**src/rtl/timer_csr.sv**
```systemverilog
// Register responder for the 64-bit timer: enable/wrap config, sample strobe, coherent COUNT snapshot.
// Latency 1: ready pulses the cycle after valid; a held valid completes at most every other cycle.
module timer_csr #(
  parameter int DATA_W = 32,
  parameter int ADDR_W = 3
) (
  input  logic                  clk,
  input  logic                  rst,
  input  logic                  valid,
  input  logic [ADDR_W-1:0]     address,
  input  logic [DATA_W-1:0]     wdata,
  input  logic [DATA_W/8-1:0]   wstrb,
  output logic [DATA_W-1:0]     rdata,
  output logic                  ready,
  output logic                  timer_en,
  output logic [DATA_W-1:0]     wrap_h,
  output logic [DATA_W-1:0]     wrap_l,
  output logic                  timer_s,
  input  logic [2*DATA_W-1:0]   timer_count
);

  localparam int STRB_W = DATA_W / 8;

  localparam logic [ADDR_W-1:0] A_CTRL    = ADDR_W'(0);
  localparam logic [ADDR_W-1:0] A_SAMPLE  = ADDR_W'(1);
  localparam logic [ADDR_W-1:0] A_WRAP_L  = ADDR_W'(2);
  localparam logic [ADDR_W-1:0] A_WRAP_H  = ADDR_W'(3);
  localparam logic [ADDR_W-1:0] A_COUNT_L = ADDR_W'(4);
  localparam logic [ADDR_W-1:0] A_COUNT_H = ADDR_W'(5);
  localparam logic [ADDR_W-1:0] A_STATUS  = ADDR_W'(6);

  localparam logic [1:0] S_IDLE    = 2'd0;
  localparam logic [1:0] S_PULSE   = 2'd1;
  localparam logic [1:0] S_WAIT    = 2'd2;
  localparam logic [1:0] S_CAPTURE = 2'd3;

  logic                accept;
  logic                is_write;
  logic                sample_wr;
  logic                busy;
  logic [1:0]          state;
  logic [1:0]          state_nxt;
  logic [DATA_W-1:0]   wmask;
  logic [DATA_W-1:0]   rd_mux;
  logic [2*DATA_W-1:0] snap;
  logic                snap_valid;

  // While ready is high the current request is completing, so it is never accepted twice.
  assign accept    = valid && !ready;
  assign is_write  = accept && (wstrb != '0);
  assign sample_wr = is_write && (address == A_SAMPLE);
  assign busy      = (state != S_IDLE);
  assign timer_s   = (state == S_PULSE);

  always_comb begin
    wmask = '0;
    for (int b = 0; b < STRB_W; b++) begin
      wmask[b*8 +: 8] = {8{wstrb[b]}};
    end
  end

  always_ff @(posedge clk) begin
    if (rst) begin
      timer_en <= 1'b0;
      wrap_l   <= '0;
      wrap_h   <= '0;
    end else if (is_write) begin
      case (address)
        A_CTRL:   if (wstrb[0]) timer_en <= wdata[0];
        A_WRAP_L: wrap_l <= (wrap_l & ~wmask) | (wdata & wmask);
        A_WRAP_H: wrap_h <= (wrap_h & ~wmask) | (wdata & wmask);
        default:  ;
      endcase
    end
  end

  // The timer latches TIMER_COUNT at the end of the pulse cycle; WAIT lets that settle before capture.
  always_comb begin
    state_nxt = state;
    case (state)
      S_IDLE:  if (sample_wr) state_nxt = S_PULSE;
      S_PULSE: state_nxt = S_WAIT;
      S_WAIT:  state_nxt = S_CAPTURE;
      default: state_nxt = S_IDLE;
    endcase
  end

  always_ff @(posedge clk) begin
    if (rst) begin
      state      <= S_IDLE;
      snap       <= '0;
      snap_valid <= 1'b0;
    end else begin
      state <= state_nxt;
      if (state == S_CAPTURE) begin
        snap       <= timer_count;
        snap_valid <= 1'b1;
      end else if (sample_wr && !busy) begin
        snap_valid <= 1'b0;
      end
    end
  end

  always_comb begin
    rd_mux = '0;
    case (address)
      A_CTRL:    rd_mux[0]   = timer_en;
      A_WRAP_L:  rd_mux      = wrap_l;
      A_WRAP_H:  rd_mux      = wrap_h;
      A_COUNT_L: rd_mux      = snap[DATA_W-1:0];
      A_COUNT_H: rd_mux      = snap[2*DATA_W-1:DATA_W];
      A_STATUS:  rd_mux[1:0] = {snap_valid, busy};
      default:   ;
    endcase
  end

  always_ff @(posedge clk) begin
    if (rst) begin
      ready <= 1'b0;
      rdata <= '0;
    end else begin
      ready <= accept;
      rdata <= accept ? rd_mux : '0;
    end
  end

endmodule

```
**config.mk**
```make
export PLATFORM = sky130hd
export DESIGN_NAME = timer_csr
export DESIGN_NICKNAME = d
export VERILOG_FILES = /design/src/rtl/timer_csr.sv
export SDC_FILE = /design/constraint.sdc
export NUM_CORES = 1
export LEC_CHECK = 0
export CAP_MARGIN = 0
export CORE_MARGIN = 3
export CORE_UTILIZATION = 42
export CTS_CLUSTER_DIAMETER = 60
export DETAILED_ROUTE_END_ITERATION = 12
export PLACE_DENSITY_LB_ADDON = 0.05
export RECOVER_POWER = 100
export SYNTH_ARGS = -nofsm -noshare
export SYNTH_HDL_FRONTEND = slang
export SYNTH_SLANG_ARGS = --single-unit
```
**constraint.sdc**
```tcl
create_clock -name clk -period 1.3 [get_ports clk]
set_input_delay 0.13 -clock clk [delete_from_list [all_inputs] [get_ports clk]]
set_output_delay 0.13 -clock clk [all_outputs]
set_load 0.05 [all_outputs]
```
Word level (Yosys, flattened, before mapping)
Cells that the tools add are included.

word-level totals
  logic and storage cells = 47
  bits in registers = 165
  output and inout bits = 99
  bits of input ports = 106

cells by class
  reductions and logical operators = 15
  bitwise logic cells = 7
  equality and inequality tests = 10
  muxes and demuxes = 7

operators by type and width
  kind                                                  number
  one-hot mux 30 bit (4 select lines)                   1
  AND 32 bit                                            3
  OR 32 bit                                             2
  inverter 32 bit                                       1
  equality test 3 bit (second input constant)           3
  equality test 3 x 2 -> 1 bit (second input constant)  2
  one-hot mux 1 bit (6 select lines)                    1
  one-hot mux 2 bit (3 select lines)                    1
  one-hot mux 1 bit (5 select lines)                    1
  equality test 2 bit (second input constant)           2
  logical AND 1 bit                                     4
  AND reduction 2 bit                                   2
  nonzero test 2 bit                                    2
  nonzero test 4 bit                                    1
  equality test 3 x 1 -> 1 bit (second input constant)  1
  zero test 3 bit                                       1
  AND reduction 3 bit                                   1
  equality test 2 x 1 -> 1 bit (second input constant)  1
  zero test 1 bit                                       2
  zero test 2 bit                                       1
  2-to-1 mux 1 bit                                      2
  2-to-1 mux 2 bit                                      1
  inequality test 2 bit (second input constant)         1
  OR reduction 2 bit                                    1
  inverter 1 bit                                        1

Logic depth before layout (Yosys ltp)
  depth after elaboration = 7
  depth in mapped cells = 6
  depth with buffers taken out = 6

Least setup slack after synthesis
Ideal clock, no wire load.

  kind = reg2reg
  from = register ready
  to = register with a tool-made name
  cell stages (with the launch flop) = 6
  clock period less this slack = 1,636 ps
  data arrival time = 1,508 ps
  path buffers = 1
  data required time = 1,172 ps
  path slack = -336 ps
  cells stage by stage = dfxtp_1 -> and3b_1 -> buf_2 -> nand3_2 -> mux2i_1 -> nor2_1

RTL lines
  what                      line  RTL
  start: declaration        14    output logic ready,
  start signal: assignment  122   ready <= accept;

==> impl_results.md <==
- Post-route design area: around 9500 µm²
- Power per unit of standard cell area: 1160 nW/µm²
- Path length in cells of the critical path: 5
- Signal arrival time at the worst endpoint: 1.65 ns
- Slack of the worst reg-to-reg path: -0.07 ns
- Die Area: about 17000 µm²
- Post-route antenna net violation count: 0
- Die W: approximately 130 µm
- Final Hold Vio Count: 0
- Final routed wire length divided by cell count: 18.2 µm
- Largest stage delay on the critical path: about 0.34 ns
- Comb pwr share: 0.087
- Syn_nets: 749
- Minimum clock period after layout: 1.37 ns
- Average vias per placed instance: a little over 5
- Biggest area contributors in the synthesized netlist: sky130_fd_sc_hd__dfxtp_1 50%, sky130_fd_sc_hd__mux2i_1 29%, sky130_fd_sc_hd__nor2_1 9.2%
- Cell Chain, Critical Path: and3b_2 -> buf_12 -> nand3_4 -> mux2i_1 -> nor2_1
- CTS Buffer Depth: 2
- Hold buffer count at CTS: 0
- Largest net degree at the start of global routing: 133
- Total length of routed wires: ~20000 µm
- Placed Cells incl. Taps: 1042
- Clock buffer count from CTS: 17
- Syn Std Cell Area: 6660 µm²
- CTS tree: done
- Cell count after synthesis: 638
- Endpoint kind of the worst setup timing path: flop
- Antenna violations before repair: 0
- Post-detailed-placement half-perimeter wirelength: 13600 µm
- Worst setup skew after layout: 0.00744 ns
- Most frequent cell after synthesis: sky130_fd_sc_hd__mux2i_1
- Path type of the worst min-delay path: primary input to flop
- Post-synth top cells: 192 x sky130_fd_sc_hd__mux2i_1, 165 x sky130_fd_sc_hd__dfxtp_1, 163 x sky130_fd_sc_hd__nor2_1
- Worst Max-Slew Pin Slew: 0.594 ns
- Placement row count: 45
- Startpoint-to-endpoint class of the critical path: flop to flop
- First-pass GRT wire length: 30700 µm
- Layout net count: approximately 970
- Max frequency: 732 MHz
- Die span in y: 132 µm
- Post-synthesis sequential area ratio: 0.496
- DRC: 0
- Sequential power share: 0.460
- Worst hold-check slack: 0.0532 ns
- Starting density of the core: 0.433
- Fraction of layout instances using a drive strength above 1: 0.228
- Area growth from synthesis to layout: 43.3%
- Final setup violation count: 97
- Sum of overflow across all layers after global routing: 0
- Slowest-stage cell, CP: sky130_fd_sc_hd__dfxtp_4
- Max Cap Violations: 0
- Switching Share: 0.235
- Number of buffers and inverters on the critical path: 1
- Layout filler cell count: 1268
- Proportion of synthesized flip-flops having asynchronous set or reset: 0
- Weighted congestion at the end of routability-driven global placement: 0.847
- Area post-placement: 10200 µm²
- Slack of the critical path: -0.0659 ns
- Violation count after the first detailed-route iteration: 208
- Final core occ: 0.621
- Share of Yosys cell area claimed by the top area cell type: 0.496
- Peak fanout along the critical path: 8
- RSZ-0062 raised after global routing: yes
- Element type at the critical path start: flop
- Worst max-slew margin expressed relative to the limit: 0.604
- Internal Pwr Total: 0.00847 W
- Status: finished, violations left
- Leakage: roughly 4.2 nW
- Number of max-slew violations in the final report: 0
- Main synth FF type: sky130_fd_sc_hd__dfxtp_1
- Number of global-route vias before repair: 5748
- Share of power burned in the clock network: 0.452
- Core box area: 15400 µm²
- Final clock period utilization by the worst path: 1.05
- TritonCTS Sinks: 165
- Reg-to-Reg Start: ready$_SDFF_PP0_
- Total GRT Usage: 0.219
- Number of distinct library cells after synthesis: 31
- Cell type with the highest aggregate area in the netlist: sky130_fd_sc_hd__dfxtp_1
- Switching power: between 0.002 and 0.003 W
- Number of flops mapped to enable cells by yosys: 0
- Avg Inst Size Synth: 10.4 µm²
- Ys Warns: 0
- Clock latency on the worst-skew pair: approximately 0.43 ns
- Peak supply drop: 0.923 mV
- Launch point of the worst path: ready$_SDFF_PP0_
- Final non-filler cell total: approximately 1100
- Count of boundary I/O pins: 205
- Hold Path Cell Cnt: 3
- # diodes: 0
- Cell family with the largest share of critical-path delay: simple AND/OR/NAND/NOR gates
- Violations in the final reports: setup timing
- Clock transition at the registers of the reported paths: roughly 0.06 ns
- Via count: about 5500
- # H-tree levels: 4
- R2R depth: 5
- Data required time at the worst endpoint: 1.58 ns
- # port buffers: 204
- Clock root buffer: sky130_fd_sc_hd__clkbuf_16
- First-pass iteration count of the detailed router: 4
- Total of flip-flops plus latches after synthesis: ~170
-- worst min-delay path by stage --
| stage | start | endpoint |
|---|---|---|
| 2_1_floorplan | wdata[22] | flop |
| 3_3_place_gp | snap_valid$_SDFFE_PP0P_ | snap_valid$_SDFFE_PP0P_ |
| 3_5_place_dp | snap[4]$_SDFFE_PP0P_ | snap[4]$_SDFFE_PP0P_ |
| 4_1_cts | rst | ready$_SDFF_PP0_ |
| 5_1_grt | rst | ready$_SDFF_PP0_ |
| 6_report | rst | ready$_SDFF_PP0_ |
-- kinds of logic after synthesis --
logic type,synth area share
AOI/OAI and AO/OA,0.0500
and+or+nand+nor,0.124
DFF,0.496
muxes,0.289
buffers and inverters,0.0319
adders and majority gates,0.00939
-- cell type report --
class | instances | area (µm²) | area share
clock buffers | 18 | 439 | 0.0460
clock inverters | 14 | 151 | 0.0159
inverters | 3 | 11.3 | 0.00118
multi-input cells | 427 | 3270 | 0.343
flip-flops and latches | 165 | 3310 | 0.347
well taps | 211 | 264 | 0.0277
repair buffers | 243 | 2090 | 0.219
-- stage by stage --
stage | setup WS, ns | power (W) | TNS (ns)
3_5_place_dp | -0.523 | 0.00626 | -42.47
3_3_place_gp | -0.480 | 0.00625 | -37.49
4_1_cts | -0.0657 | 0.0113 | -2.34
2_1_floorplan | -0.0166 | 0.00562 | -0.945
5_1_grt | -0.134 | 0.0114 | -10.47
6_report | -0.0659 | 0.0111 | -2.26
-- placed cells by master (no fill, tap or decap), drive strengths merged, types with 3 or more instances in the layout --
cell type,count
mux2i,192
clkinv,6
o22a,30
clkinvlp,3
nor2b,4
inv,6
a21oi,3
nand3,9
nor2,164
buf,51
clkbuf,107
clkdlybuf4s50,102
ha,5
dfxtp,165
-- power groups by stage --
stage / Combinational [W] / Clock, W / Sequential (W)
2_1_floorplan: 0.000320 / 0 / 0.00530
3_3_place_gp: 0.00102 / 0 / 0.00523
3_5_place_dp: 0.00103 / 0 / 0.00523
4_1_cts: 0.00104 / 0.00511 / 0.00511
5_1_grt: 0.00102 / 0.00532 / 0.00510
6_report: 0.000967 / 0.00501 / 0.00510
-- metal layers --
metal | global-route usage | vias to the layer above | share of wire | wire length (µm)
met3 | 0.0763 | 30 | 0.068 | 1340
met1 | 0.257 | 2632 | 0.42 | 8220
met2 | 0.369 | 165 | 0.49 | 9630
met5 | 0 | - | 0 | 0
li1 | - | 2640 | - | -
met4 | 0.0863 | 0 | 0.023 | 448
-- worst register-to-register path, stage by stage, from the launching register on --
cell and delay, ns:
sky130_fd_sc_hd__dfxtp_4 0.34, sky130_fd_sc_hd__and3b_2 0.26, sky130_fd_sc_hd__buf_12 0.16, sky130_fd_sc_hd__nand3_4 0.18, sky130_fd_sc_hd__mux2i_1 0.21, sky130_fd_sc_hd__nor2_1 0.07
-- timing repair --
| item | CTS | global route |
|---|---|---|
| setup endpoints to repair | 98 | 137 |
| pin swaps | 4 | 6 |
| hold endpoints to repair | 0 | 0 |
| cloned | 0 | 4 |
| gates resized for setup | 8 | 11 |
| buffers inserted | 0 | 3 |
No activity file was read; power rests on OpenSTA's default activity.
